`config.mk`:
```
export PLATFORM = sky130hd
export DESIGN_NAME = icache_ctrl_fsm_flat
export DESIGN_NICKNAME = d
export VERILOG_FILES = /design/src/rtl/icache_ctrl_fsm_pkg.sv /design/src/rtl/icache_ctrl_fsm_if.sv /design/src/rtl/icache_ctrl_fsm_victim_sel.sv /design/src/rtl/icache_ctrl_fsm.sv /design/src/flat_wrapper.sv
export SDC_FILE = /design/constraint.sdc
export NUM_CORES = 1
export LEC_CHECK = 0
export ABC_AREA = 0
export CAP_MARGIN = 5
export CORE_AREA = 2 2 53 55
export DETAILED_ROUTE_END_ITERATION = 6
export DIE_AREA = 0 0 55 57
export GPL_ROUTABILITY_DRIVEN = 0
export PLACE_DENSITY_LB_ADDON = 0.15
export SYNTH_ARGS = -nofsm -noshare
export SYNTH_HDL_FRONTEND = slang
export SYNTH_HIERARCHICAL = 1
export SYNTH_SLANG_ARGS = --single-unit
```
`constraint.sdc`:
```
create_clock -name clk -period 2.95 [get_ports clk]
set_input_delay 0.59 -clock clk [delete_from_list [all_inputs] [get_ports clk]]
set_output_delay 0.59 -clock clk [all_outputs]
set_load 0.02 [all_outputs]
```
`src/rtl/icache_ctrl_fsm_pkg.sv`:
```
// Shared constants and types for the instruction-cache control FSM.
// Default geometry mirrors the CPU parameter header.
package icache_ctrl_fsm_pkg;

    localparam int         ICACHE_WAYS      = 2;
    localparam int         ICACHE_SETS      = 256;
    localparam int         ICACHE_BEATS     = 4;
    localparam logic [7:0] ICACHE_LFSR_SEED = 8'hA5;

    typedef enum logic [2:0] {
        ST_INIT   = 3'd0,
        ST_IDLE   = 3'd1,
        ST_LOOKUP = 3'd2,
        ST_MISS   = 3'd3,
        ST_REFILL = 3'd4,
        ST_WRITE  = 3'd5,
        ST_CACOP  = 3'd6
    } state_e;

    // Index width that never collapses to zero bits.
    function automatic int clog2_min1(input int n);
        return (n > 2) ? $clog2(n) : 1;
    endfunction

endpackage

```
`src/rtl/icache_ctrl_fsm_if.sv`:
```
// Handshake bundle between the icache controller and its pipeline / bridge neighbours.
// master = controller side, slave = pipeline, RAMs and bridge side.
interface icache_ctrl_fsm_if
    import icache_ctrl_fsm_pkg::*;
#(
    parameter int WAYS  = ICACHE_WAYS,
    parameter int SETS  = ICACHE_SETS,
    parameter int BEATS = ICACHE_BEATS
) ();
    localparam int WAY_W  = clog2_min1(WAYS);
    localparam int SET_W  = clog2_min1(SETS);
    localparam int BEAT_W = clog2_min1(BEATS);

    logic              stall;
    logic              pipeline_valid;
    logic [WAYS-1:0]   hit;
    logic [WAYS-1:0]   valid_vec;
    logic              memory_ready;
    logic              ret_valid;
    logic              ret_last;
    logic              cacop_valid;

    logic [WAY_W-1:0]  select_way;
    logic              rbuf_we;
    logic              ret_we;
    logic [BEAT_W-1:0] refill_idx;
    logic              pipeline_ready;
    logic [WAYS-1:0]   cache_we;
    logic              valid_wdata;
    logic [SET_W-1:0]  init_set;
    logic              init_busy;
    logic              is_inst_from_mem;
    logic              memory_valid;
    logic              fix_branch;
    logic              cacop_ready;

    modport master (
        input  stall, pipeline_valid, hit, valid_vec, memory_ready,
               ret_valid, ret_last, cacop_valid,
        output select_way, rbuf_we, ret_we, refill_idx, pipeline_ready,
               cache_we, valid_wdata, init_set, init_busy, is_inst_from_mem,
               memory_valid, fix_branch, cacop_ready
    );

    modport slave (
        output stall, pipeline_valid, hit, valid_vec, memory_ready,
               ret_valid, ret_last, cacop_valid,
        input  select_way, rbuf_we, ret_we, refill_idx, pipeline_ready,
               cache_we, valid_wdata, init_set, init_busy, is_inst_from_mem,
               memory_valid, fix_branch, cacop_ready
    );

endinterface

```
`src/rtl/icache_ctrl_fsm_victim_sel.sv`:
```
// Replacement-way picker: lowest invalid way if any, otherwise the low bits
// of a free-running 8-bit LFSR (x^8+x^6+x^5+x^4+1).
module icache_victim_sel
    import icache_ctrl_fsm_pkg::*;
#(
    parameter int         WAYS      = ICACHE_WAYS,
    parameter logic [7:0] LFSR_SEED = ICACHE_LFSR_SEED,
    localparam int        WAY_W     = clog2_min1(WAYS)
) (
    input  logic             clk,
    input  logic             rst,
    input  logic [WAYS-1:0]  valid_vec,
    output logic [WAY_W-1:0] victim
);
    logic [7:0] lfsr_q;
    logic [7:0] lfsr_d;

    assign lfsr_d = {lfsr_q[6:0], lfsr_q[7] ^ lfsr_q[5] ^ lfsr_q[4] ^ lfsr_q[3]};

    always_ff @(posedge clk) begin
        if (rst) begin
            lfsr_q <= LFSR_SEED;
        end else begin
            lfsr_q <= lfsr_d;
        end
    end

    // Descending scan so the lowest-index invalid way is the last to win.
    always_comb begin
        victim = lfsr_q[WAY_W-1:0];
        for (int i = WAYS - 1; i >= 0; i--) begin
            if (!valid_vec[i]) begin
                victim = WAY_W'(i);
            end
        end
    end

endmodule

```
`src/rtl/icache_ctrl_fsm.sv`:
```
// N-way instruction-cache control FSM: init sweep, lookup, multi-beat refill,
// line write and index-invalidate. Tag/data RAMs and the return buffer live outside.
module icache_ctrl_fsm
    import icache_ctrl_fsm_pkg::*;
#(
    parameter int         WAYS      = ICACHE_WAYS,
    parameter int         SETS      = ICACHE_SETS,
    parameter int         BEATS     = ICACHE_BEATS,
    parameter logic [7:0] LFSR_SEED = ICACHE_LFSR_SEED
) (
    input  logic               clk,
    input  logic               rst,
    icache_ctrl_fsm_if.master  bus
);
    localparam int WAY_W  = clog2_min1(WAYS);
    localparam int SET_W  = clog2_min1(SETS);
    localparam int BEAT_W = clog2_min1(BEATS);
    localparam logic [SET_W-1:0]  SET_LAST  = SET_W'(SETS - 1);
    localparam logic [BEAT_W-1:0] BEAT_LAST = BEAT_W'(BEATS - 1);

    state_e            state_q, state_d;
    logic [SET_W-1:0]  set_q, set_d;
    logic [BEAT_W-1:0] beat_q, beat_d;
    logic [WAY_W-1:0]  victim_q, victim_d;
    logic              stall_seen_q, stall_seen_d;

    logic [WAY_W-1:0]  victim_pick;
    logic [WAY_W-1:0]  hit_idx;
    logic [WAYS-1:0]   victim_oh;
    logic              lookup_hit;
    logic              line_done;

    icache_victim_sel #(
        .WAYS      (WAYS),
        .LFSR_SEED (LFSR_SEED)
    ) u_victim_sel (
        .clk       (clk),
        .rst       (rst),
        .valid_vec (bus.valid_vec),
        .victim    (victim_pick)
    );

    // hit is one-hot, so OR-ing the indices of set bits is the encoder.
    always_comb begin
        hit_idx = '0;
        for (int i = 0; i < WAYS; i++) begin
            if (bus.hit[i]) begin
                hit_idx = hit_idx | WAY_W'(i);
            end
        end
    end

    for (genvar gi = 0; gi < WAYS; gi++) begin : gen_victim_oh
        assign victim_oh[gi] = (victim_q == WAY_W'(gi));
    end

    assign lookup_hit = bus.pipeline_valid && (|bus.hit);
    // Early ret_last or the final counted beat both close the line.
    assign line_done  = bus.ret_valid && (bus.ret_last || (beat_q == BEAT_LAST));

    always_ff @(posedge clk) begin
        if (rst) begin
            state_q      <= ST_INIT;
            set_q        <= '0;
            beat_q       <= '0;
            victim_q     <= '0;
            stall_seen_q <= 1'b0;
        end else begin
            state_q      <= state_d;
            set_q        <= set_d;
            beat_q       <= beat_d;
            victim_q     <= victim_d;
            stall_seen_q <= stall_seen_d;
        end
    end

    always_comb begin
        state_d      = state_q;
        set_d        = set_q;
        beat_d       = beat_q;
        victim_d     = victim_q;
        stall_seen_d = stall_seen_q;
        case (state_q)
            ST_INIT: begin
                set_d = set_q + SET_W'(1);
                if (set_q == SET_LAST) state_d = ST_IDLE;
            end
            ST_IDLE:   state_d = ST_LOOKUP;
            ST_LOOKUP: begin
                if (bus.stall) begin
                    state_d = ST_LOOKUP;
                end else if (bus.cacop_valid) begin
                    state_d = ST_CACOP;
                end else if (bus.pipeline_valid && !lookup_hit) begin
                    victim_d = victim_pick;
                    state_d  = ST_MISS;
                end
            end
            ST_MISS: begin
                if (bus.stall) begin
                    state_d = ST_LOOKUP;
                end else if (bus.memory_ready) begin
                    beat_d       = '0;
                    stall_seen_d = 1'b0;
                    state_d      = ST_REFILL;
                end
            end
            ST_REFILL: begin
                // The bridge cannot abandon a burst, so a stall only suppresses delivery.
                stall_seen_d = stall_seen_q | bus.stall;
                if (bus.ret_valid && (beat_q != BEAT_LAST)) beat_d = beat_q + BEAT_W'(1);
                if (line_done) state_d = (stall_seen_q || bus.stall) ? ST_LOOKUP : ST_WRITE;
            end
            ST_WRITE:  state_d = ST_LOOKUP;
            ST_CACOP:  state_d = ST_LOOKUP;
            default:   state_d = ST_INIT;
        endcase
    end

    always_comb begin
        bus.select_way       = '0;
        bus.rbuf_we          = 1'b0;
        bus.ret_we           = 1'b0;
        bus.refill_idx       = '0;
        bus.pipeline_ready   = 1'b0;
        bus.cache_we         = '0;
        bus.valid_wdata      = 1'b0;
        bus.init_set         = '0;
        bus.init_busy        = 1'b0;
        bus.is_inst_from_mem = 1'b0;
        bus.memory_valid     = 1'b0;
        bus.fix_branch       = 1'b0;
        bus.cacop_ready      = 1'b0;
        case (state_q)
            ST_INIT: begin
                bus.cache_we  = '1;
                bus.init_set  = set_q;
                bus.init_busy = 1'b1;
            end
            ST_IDLE: begin
                bus.rbuf_we    = 1'b1;
                bus.fix_branch = 1'b1;
            end
            ST_LOOKUP: begin
                if (bus.stall) begin
                    bus.rbuf_we = 1'b1;
                end else if (!bus.cacop_valid && lookup_hit) begin
                    bus.select_way     = hit_idx;
                    bus.pipeline_ready = 1'b1;
                    bus.rbuf_we        = 1'b1;
                end
            end
            ST_MISS: bus.memory_valid = !bus.stall;
            ST_REFILL: begin
                bus.refill_idx = beat_q;
                bus.ret_we     = bus.ret_valid;
                if (line_done) begin
                    bus.cache_we    = victim_oh;
                    bus.valid_wdata = 1'b1;
                end
            end
            ST_WRITE: begin
                bus.is_inst_from_mem = 1'b1;
                bus.rbuf_we          = 1'b1;
                bus.pipeline_ready   = !bus.stall;
            end
            ST_CACOP: begin
                bus.cache_we    = '1;
                bus.cacop_ready = 1'b1;
                bus.rbuf_we     = 1'b1;
            end
            default: ;
        endcase
    end

    hit_onehot_a: assert property (@(posedge clk) disable iff (rst) $onehot0(bus.hit));

endmodule

```
`src/flat_wrapper.sv`:
```
// flat-port wrapper written by rule: the top's interface ports become plain ports
module icache_ctrl_fsm_flat import icache_ctrl_fsm_pkg::*;
#(
    parameter int         WAYS      = ICACHE_WAYS,
    parameter int         SETS      = ICACHE_SETS,
    parameter int         BEATS     = ICACHE_BEATS,
    parameter logic [7:0] LFSR_SEED = ICACHE_LFSR_SEED
)
  (clk, rst, bus_stall, bus_pipeline_valid, bus_hit, bus_valid_vec, bus_memory_ready, bus_ret_valid, bus_ret_last, bus_cacop_valid, bus_select_way, bus_rbuf_we, bus_ret_we, bus_refill_idx, bus_pipeline_ready, bus_cache_we, bus_valid_wdata, bus_init_set, bus_init_busy, bus_is_inst_from_mem, bus_memory_valid, bus_fix_branch, bus_cacop_ready);
  icache_ctrl_fsm_if #(.WAYS(WAYS), .SETS(SETS), .BEATS(BEATS)) bus_i ();
  input  logic clk;
  input  logic rst;
  input wire logic [$bits(bus_i.stall)-1:0] bus_stall;
  input wire logic [$bits(bus_i.pipeline_valid)-1:0] bus_pipeline_valid;
  input wire logic [$bits(bus_i.hit)-1:0] bus_hit;
  input wire logic [$bits(bus_i.valid_vec)-1:0] bus_valid_vec;
  input wire logic [$bits(bus_i.memory_ready)-1:0] bus_memory_ready;
  input wire logic [$bits(bus_i.ret_valid)-1:0] bus_ret_valid;
  input wire logic [$bits(bus_i.ret_last)-1:0] bus_ret_last;
  input wire logic [$bits(bus_i.cacop_valid)-1:0] bus_cacop_valid;
  output wire logic [$bits(bus_i.select_way)-1:0] bus_select_way;
  output wire logic [$bits(bus_i.rbuf_we)-1:0] bus_rbuf_we;
  output wire logic [$bits(bus_i.ret_we)-1:0] bus_ret_we;
  output wire logic [$bits(bus_i.refill_idx)-1:0] bus_refill_idx;
  output wire logic [$bits(bus_i.pipeline_ready)-1:0] bus_pipeline_ready;
  output wire logic [$bits(bus_i.cache_we)-1:0] bus_cache_we;
  output wire logic [$bits(bus_i.valid_wdata)-1:0] bus_valid_wdata;
  output wire logic [$bits(bus_i.init_set)-1:0] bus_init_set;
  output wire logic [$bits(bus_i.init_busy)-1:0] bus_init_busy;
  output wire logic [$bits(bus_i.is_inst_from_mem)-1:0] bus_is_inst_from_mem;
  output wire logic [$bits(bus_i.memory_valid)-1:0] bus_memory_valid;
  output wire logic [$bits(bus_i.fix_branch)-1:0] bus_fix_branch;
  output wire logic [$bits(bus_i.cacop_ready)-1:0] bus_cacop_ready;
  assign bus_i.stall = bus_stall;
  assign bus_i.pipeline_valid = bus_pipeline_valid;
  assign bus_i.hit = bus_hit;
  assign bus_i.valid_vec = bus_valid_vec;
  assign bus_i.memory_ready = bus_memory_ready;
  assign bus_i.ret_valid = bus_ret_valid;
  assign bus_i.ret_last = bus_ret_last;
  assign bus_i.cacop_valid = bus_cacop_valid;
  assign bus_select_way = bus_i.select_way;
  assign bus_rbuf_we = bus_i.rbuf_we;
  assign bus_ret_we = bus_i.ret_we;
  assign bus_refill_idx = bus_i.refill_idx;
  assign bus_pipeline_ready = bus_i.pipeline_ready;
  assign bus_cache_we = bus_i.cache_we;
  assign bus_valid_wdata = bus_i.valid_wdata;
  assign bus_init_set = bus_i.init_set;
  assign bus_init_busy = bus_i.init_busy;
  assign bus_is_inst_from_mem = bus_i.is_inst_from_mem;
  assign bus_memory_valid = bus_i.memory_valid;
  assign bus_fix_branch = bus_i.fix_branch;
  assign bus_cacop_ready = bus_i.cacop_ready;
  icache_ctrl_fsm #(.WAYS(WAYS), .SETS(SETS), .BEATS(BEATS), .LFSR_SEED(LFSR_SEED)) u_core (.clk(clk), .rst(rst), .bus(bus_i));
endmodule
```
# [Word level (Yosys, flattened, before mapping)]
# Index checks and enable logic that the tools add are counted.
[totals] latch_bits=0 elab_cells=89 in_bits=12 romBits=0 mem_bits_rw=0 output_inout_bits=22 memories=0 register_bits=23
[classes] n_eq_ne=16 n_reduce_logical=19 bitwise_logic=7 div_mod_pow=0 n_lt_le_gt_ge=0 shifts=0 add_sub_neg=2 mul=0 n_mux=39
[op_table] operator="$mux 3" count=8
[op_table] operator="$mux 1" count=19
[op_table] operator="$pmux 3 s5" count=1
[op_table] operator="$reduce_and 4->1" count=3
[op_table] operator="$mux 2" count=5
[op_table] operator="$eq 3x3->1 const B" count=3
[op_table] operator="$add 8x1->8 const B" count=1
[op_table] operator="$eq 8x8->1 const B" count=1
[op_table] operator="$mux 8" count=1
[op_table] operator="$pmux 2 s2" count=2
[op_table] operator="$eq 3x2->1 const B" count=2
[op_table] operator="$ne 2x1->1 const B" count=3
[op_table] operator="$ne 2x2->1 const B" count=3
[op_table] operator="$pmux 1 s2" count=3
[op_table] operator="$logic_and 1x1->1" count=5
[op_table] operator="$ne 4x3->1 const B" count=1
[op_table] operator="$reduce_or 2->1" count=2
[op_table] operator="$eq 3x1->1 const B" count=1
[op_table] operator="$logic_not 1->1" count=3
[op_table] operator="$logic_not 3->1" count=1
[op_table] operator="$ne 3x3->1 const B" count=1
[op_table] operator="$not 1->1" count=3
[op_table] operator="$reduce_and 3->1" count=1
[op_table] operator="$reduce_or 3->1" count=1
[op_table] operator="other kinds (6)" count=9

# [Logic depth before layout (Yosys ltp)]
[logic_depth] ltp_word=8 depth_mapped=5 depth_no_buf=5

# [Cells and area by module]
# The synthesis kept the hierarchy.
[modules_own_cells] mod="icache_ctrl_fsm" area_per_inst_um2=992.2 instances=1 cells_each=127 seq_area_each_um2=300.3
[modules_own_cells] mod="icache_victim_sel" area_per_inst_um2=245.2 instances=1 cells_each=21 seq_area_each_um2=160.2

# [Worst setup path after synthesis]
# No wires, ideal clock.
[synth_path] path_type="input to output" start="in bus_ret_last" end="out bus_cache_we[1]" t_required_ns=2.360 cell_stages=3 path_buffers=0 setup_slack_ns=0.841 arrival_ns=1.519 path_cell_list="o21ai_0 > nor2_1 > a211o_1"
[synth_between] elab_chain_cells=4
[synth_rtl] element="start: declaration" line="flat_wrapper.sv:19" rtl="input wire logic [$bits(bus_i.ret_last)-1:0] bus_ret_last;"
[synth_rtl] element="$logic_or 1x1->1" line="icache_ctrl_fsm.sv:59" rtl="assign line_done = bus.ret_valid && (bus.ret_last || (beat_q == BEAT_LAST));"
[synth_rtl] element="$logic_and 1x1->1" line="icache_ctrl_fsm.sv:59"
[synth_rtl] element="$mux 2" line="icache_ctrl_fsm.sv:157" rtl="if (line_done) begin"
[synth_rtl] element="$pmux 2 s2" line="icache_ctrl_fsm.sv:134" rtl="case (state_q)"
[synth_rtl] element="end: declaration" line="flat_wrapper.sv:26" rtl="output wire logic [$bits(bus_i.cache_we)-1:0] bus_cache_we;"
# No other way between the ends.

# [Final worst setup path]
[layout_path] start="in bus_hit[1]" end="out bus_pipeline_ready"
[layout_between] elab_chain_cells=6
[layout_rtl] element="start: declaration" line="flat_wrapper.sv:15" rtl="input wire logic [$bits(bus_i.hit)-1:0] bus_hit;"
[layout_rtl] element="$reduce_or 2->1" line="icache_ctrl_fsm.sv:57" rtl="assign lookup_hit = bus.pipeline_valid && (|bus.hit);"
[layout_rtl] element="$logic_and 1x1->1" line="icache_ctrl_fsm.sv:57"
[layout_rtl] element="$logic_and 1x1->1" line="icache_ctrl_fsm.sv:147" rtl="end else if (!bus.cacop_valid && lookup_hit) begin"
[layout_rtl] element="$mux 1" line="icache_ctrl_fsm.sv:147"
[layout_rtl] element="$mux 1" line="icache_ctrl_fsm.sv:145" rtl="if (bus.stall) begin"
[layout_rtl] element="$pmux 1 s2" line="icache_ctrl_fsm.sv:134"
[layout_rtl] element="end: declaration" line="flat_wrapper.sv:25" rtl="output wire logic [$bits(bus_i.pipeline_ready)-1:0] bus_pipeline_ready;"
# No other way between the ends.

==> metrics.txt <==
max-slew violation count=0; max frequency=0.350 GHz; CTS max path bufs=2; gr ovfl total=0; syn_nets=162; Avg Cell Area, Syn=8.36 um2; I/O Buffers=33; Detailed Place HPWL=1930 um; Clock transition at path regs=120 ps; Pleak=0.653 nW; clk sinks=23; Yosys top cell area share=0.372; Clock Latency Late Sink=300 ps; Initial DRT Pass Iterations=4; leading area contributor after synthesis=dfxtp_1; Syn. warnings=6; total power=0.760 mW; hold crit path type=reg -> reg; Min Clock Period, post-route=approximately 2900 ps; initial antenna violation count=0; CP Max Fanout=3; Slew @ Worst Pin=796 ps; Cell Pwr Density=roughly 460 mW/mm2; postcts setup bufs=0; Avg WL per Cell=11.8 um; Setup Viol. Count Final=0; unrepaired setup endpoints after global routing=false; Seq cells post-synth=23; routed vias=1153; Die ar.=around 0.0031 mm2; dominant synthesized flop cell=dfxtp_1; setup TNS=0 ps; Post-synth EDFFs=0; Worst VDD drop=around 350 uV; CTS buffer count=3; CTS tree=done; critical path data arrival time=2270 ps; # rows=19; most frequent cells in the layout=clkdlybuf4s50_1, dfxtp_1, nor2_1; critical path required time=2360 ps; H-tree depth=1; WS Path Type=in -> out; Layout Nets=197; CP Capture Type=output port; fillers=246; Die Width=about 55 um; placed cells=209; layout cells sized above 1=0.104; fin cells=213; Synth Cell Area=0.00124 mm2; Critical Path Start Type=input pin; drt initial violations=19; FFs w/ async S/R, synth=0; maxcap violations=0; GRT Total Usage=0.182; largest net degree at the start of global routing=25; Detail Route Antenna Nets=0; Root Driver=clkbuf_4; Setup Skew=between 7 and 8 ps; main area contributors after synthesis=dfxtp_1, and2_1, nor2_1; Initial Util=0.473; first-pass GRT wire length=4310 um; Antenna Cells=0; outcome=completed; sequential share of the synthesized area=0.372; Rel. slew slack=0.467; Distinct cells, synth=42; core area=0.00262 mm2; most common cell after layout, fill and taps aside=clkdlybuf4s50_1; Layout area overhead=32.3%; DIE HEIGHT=57 um; flop2flop setup slack=1160 ps; via count of the first global-routing pass=1053; IO Count=34; DRC errors left=0; Vias/cell=around 5.4; synthesized instance count=between 100 and 150; final period utilization=0.968; WL final=approximately 2500 um; Final Hold Viols=0
[synth_stat cells (4+ instances only)]
cell      n
nand3_1   4
xnor2_1   4
o21ai_0   6
xor2_1    4
or3_1     4
a21oi_1   7
nand2_1  13
buf_2     4
and2_1   10
nor2_1   14
inv_1     8
nor2b_1   5
dfxtp_1  23
[state kept, by name, summed over array words and instances, names as in the netlist]
register,cells
u_core/set_q,8
u_core/u_victim_sel/lfsr_q,8
u_core/state_q,3
u_core/beat_q,2
u_core/stall_seen_q,1
u_core/victim_q,1
[final timing paths]
check,from,to,cells after the start
max reg2reg,u_core/state_q[2],u_core/beat_q[0],5
min,u_core/u_victim_sel/lfsr_q[1],u_core/u_victim_sel/lfsr_q[2],1
max,bus_hit[1],bus_pipeline_ready,6
min reg2reg,u_core/u_victim_sel/lfsr_q[1],u_core/u_victim_sel/lfsr_q[2],1
[report_power, final]
part / leakage, nW / switching, mW / internal [mW]
logic: 0.446 / 0.125 / 0.123
registers: 0.189 / 0.0310 / 0.339
clock network: 0.0177 / 0.0918 / 0.0505
total: 0.653 / 0.248 / 0.512
[routing by layer]
| metal | track usage | vias up | part of all wire |
|---|---|---|---|
| met1 | 0.222 | 536 | 0.44 |
| met2 | 0.311 | 33 | 0.49 |
| met4 | 0.0418 | 0 | 0.0076 |
| met3 | 0.0524 | 2 | 0.054 |
| met5 | 0 | - | 0 |
| li1 | - | 582 | - |
[metrics by stage]
step	setup WS, ps	hold slack (ps)	utilization	instance area [um2]
final	93.6	441	0.626	1640
after global routing	6.33	461	0.626	1640
after CTS	33.8	443	0.624	1630
after detailed placement	58.4	402	0.614	1610
after global placement	77.8	399	0.614	1610
after floorplan	841	389	-	1240
[logic make-up (layout without fill, tap and decap cells)]
logic type      after synthesis  after routing  synth area share
fa+ha+maj                     2              2            0.0202
flops                        23             23             0.372
simple gates                 75             75             0.363
buf+inv                      15             49            0.0495
xor+xnor                      8              8            0.0566
mux                           2              2            0.0162
compound gates               23             23             0.122
[cell type report]
cell class	count	area (um2)	area share
tap	31	38.8	0.0237
inverter	8	30.0	0.0183
multi-input combinational	110	716	0.437
clock inverter	1	5.00	0.00306
sequential	23	462	0.282
timing repair buffer	37	363	0.222
clock buffer	3	22.5	0.0138
[repair_timing]
item / CTS / global route
hold buffers: 0 / 0
resized for setup: 0 / 2
setup endpoints to repair: 0 / 3
[worst max-delay path: stages]
cell	delay [ps]
clkdlybuf4s50_1	500
nor2_1	50
nor3b_1	230
nand3_1	130
a21oi_1	160
clkdlybuf4s50_1	620
Note: power is estimated with default switching activity, not from simulation.
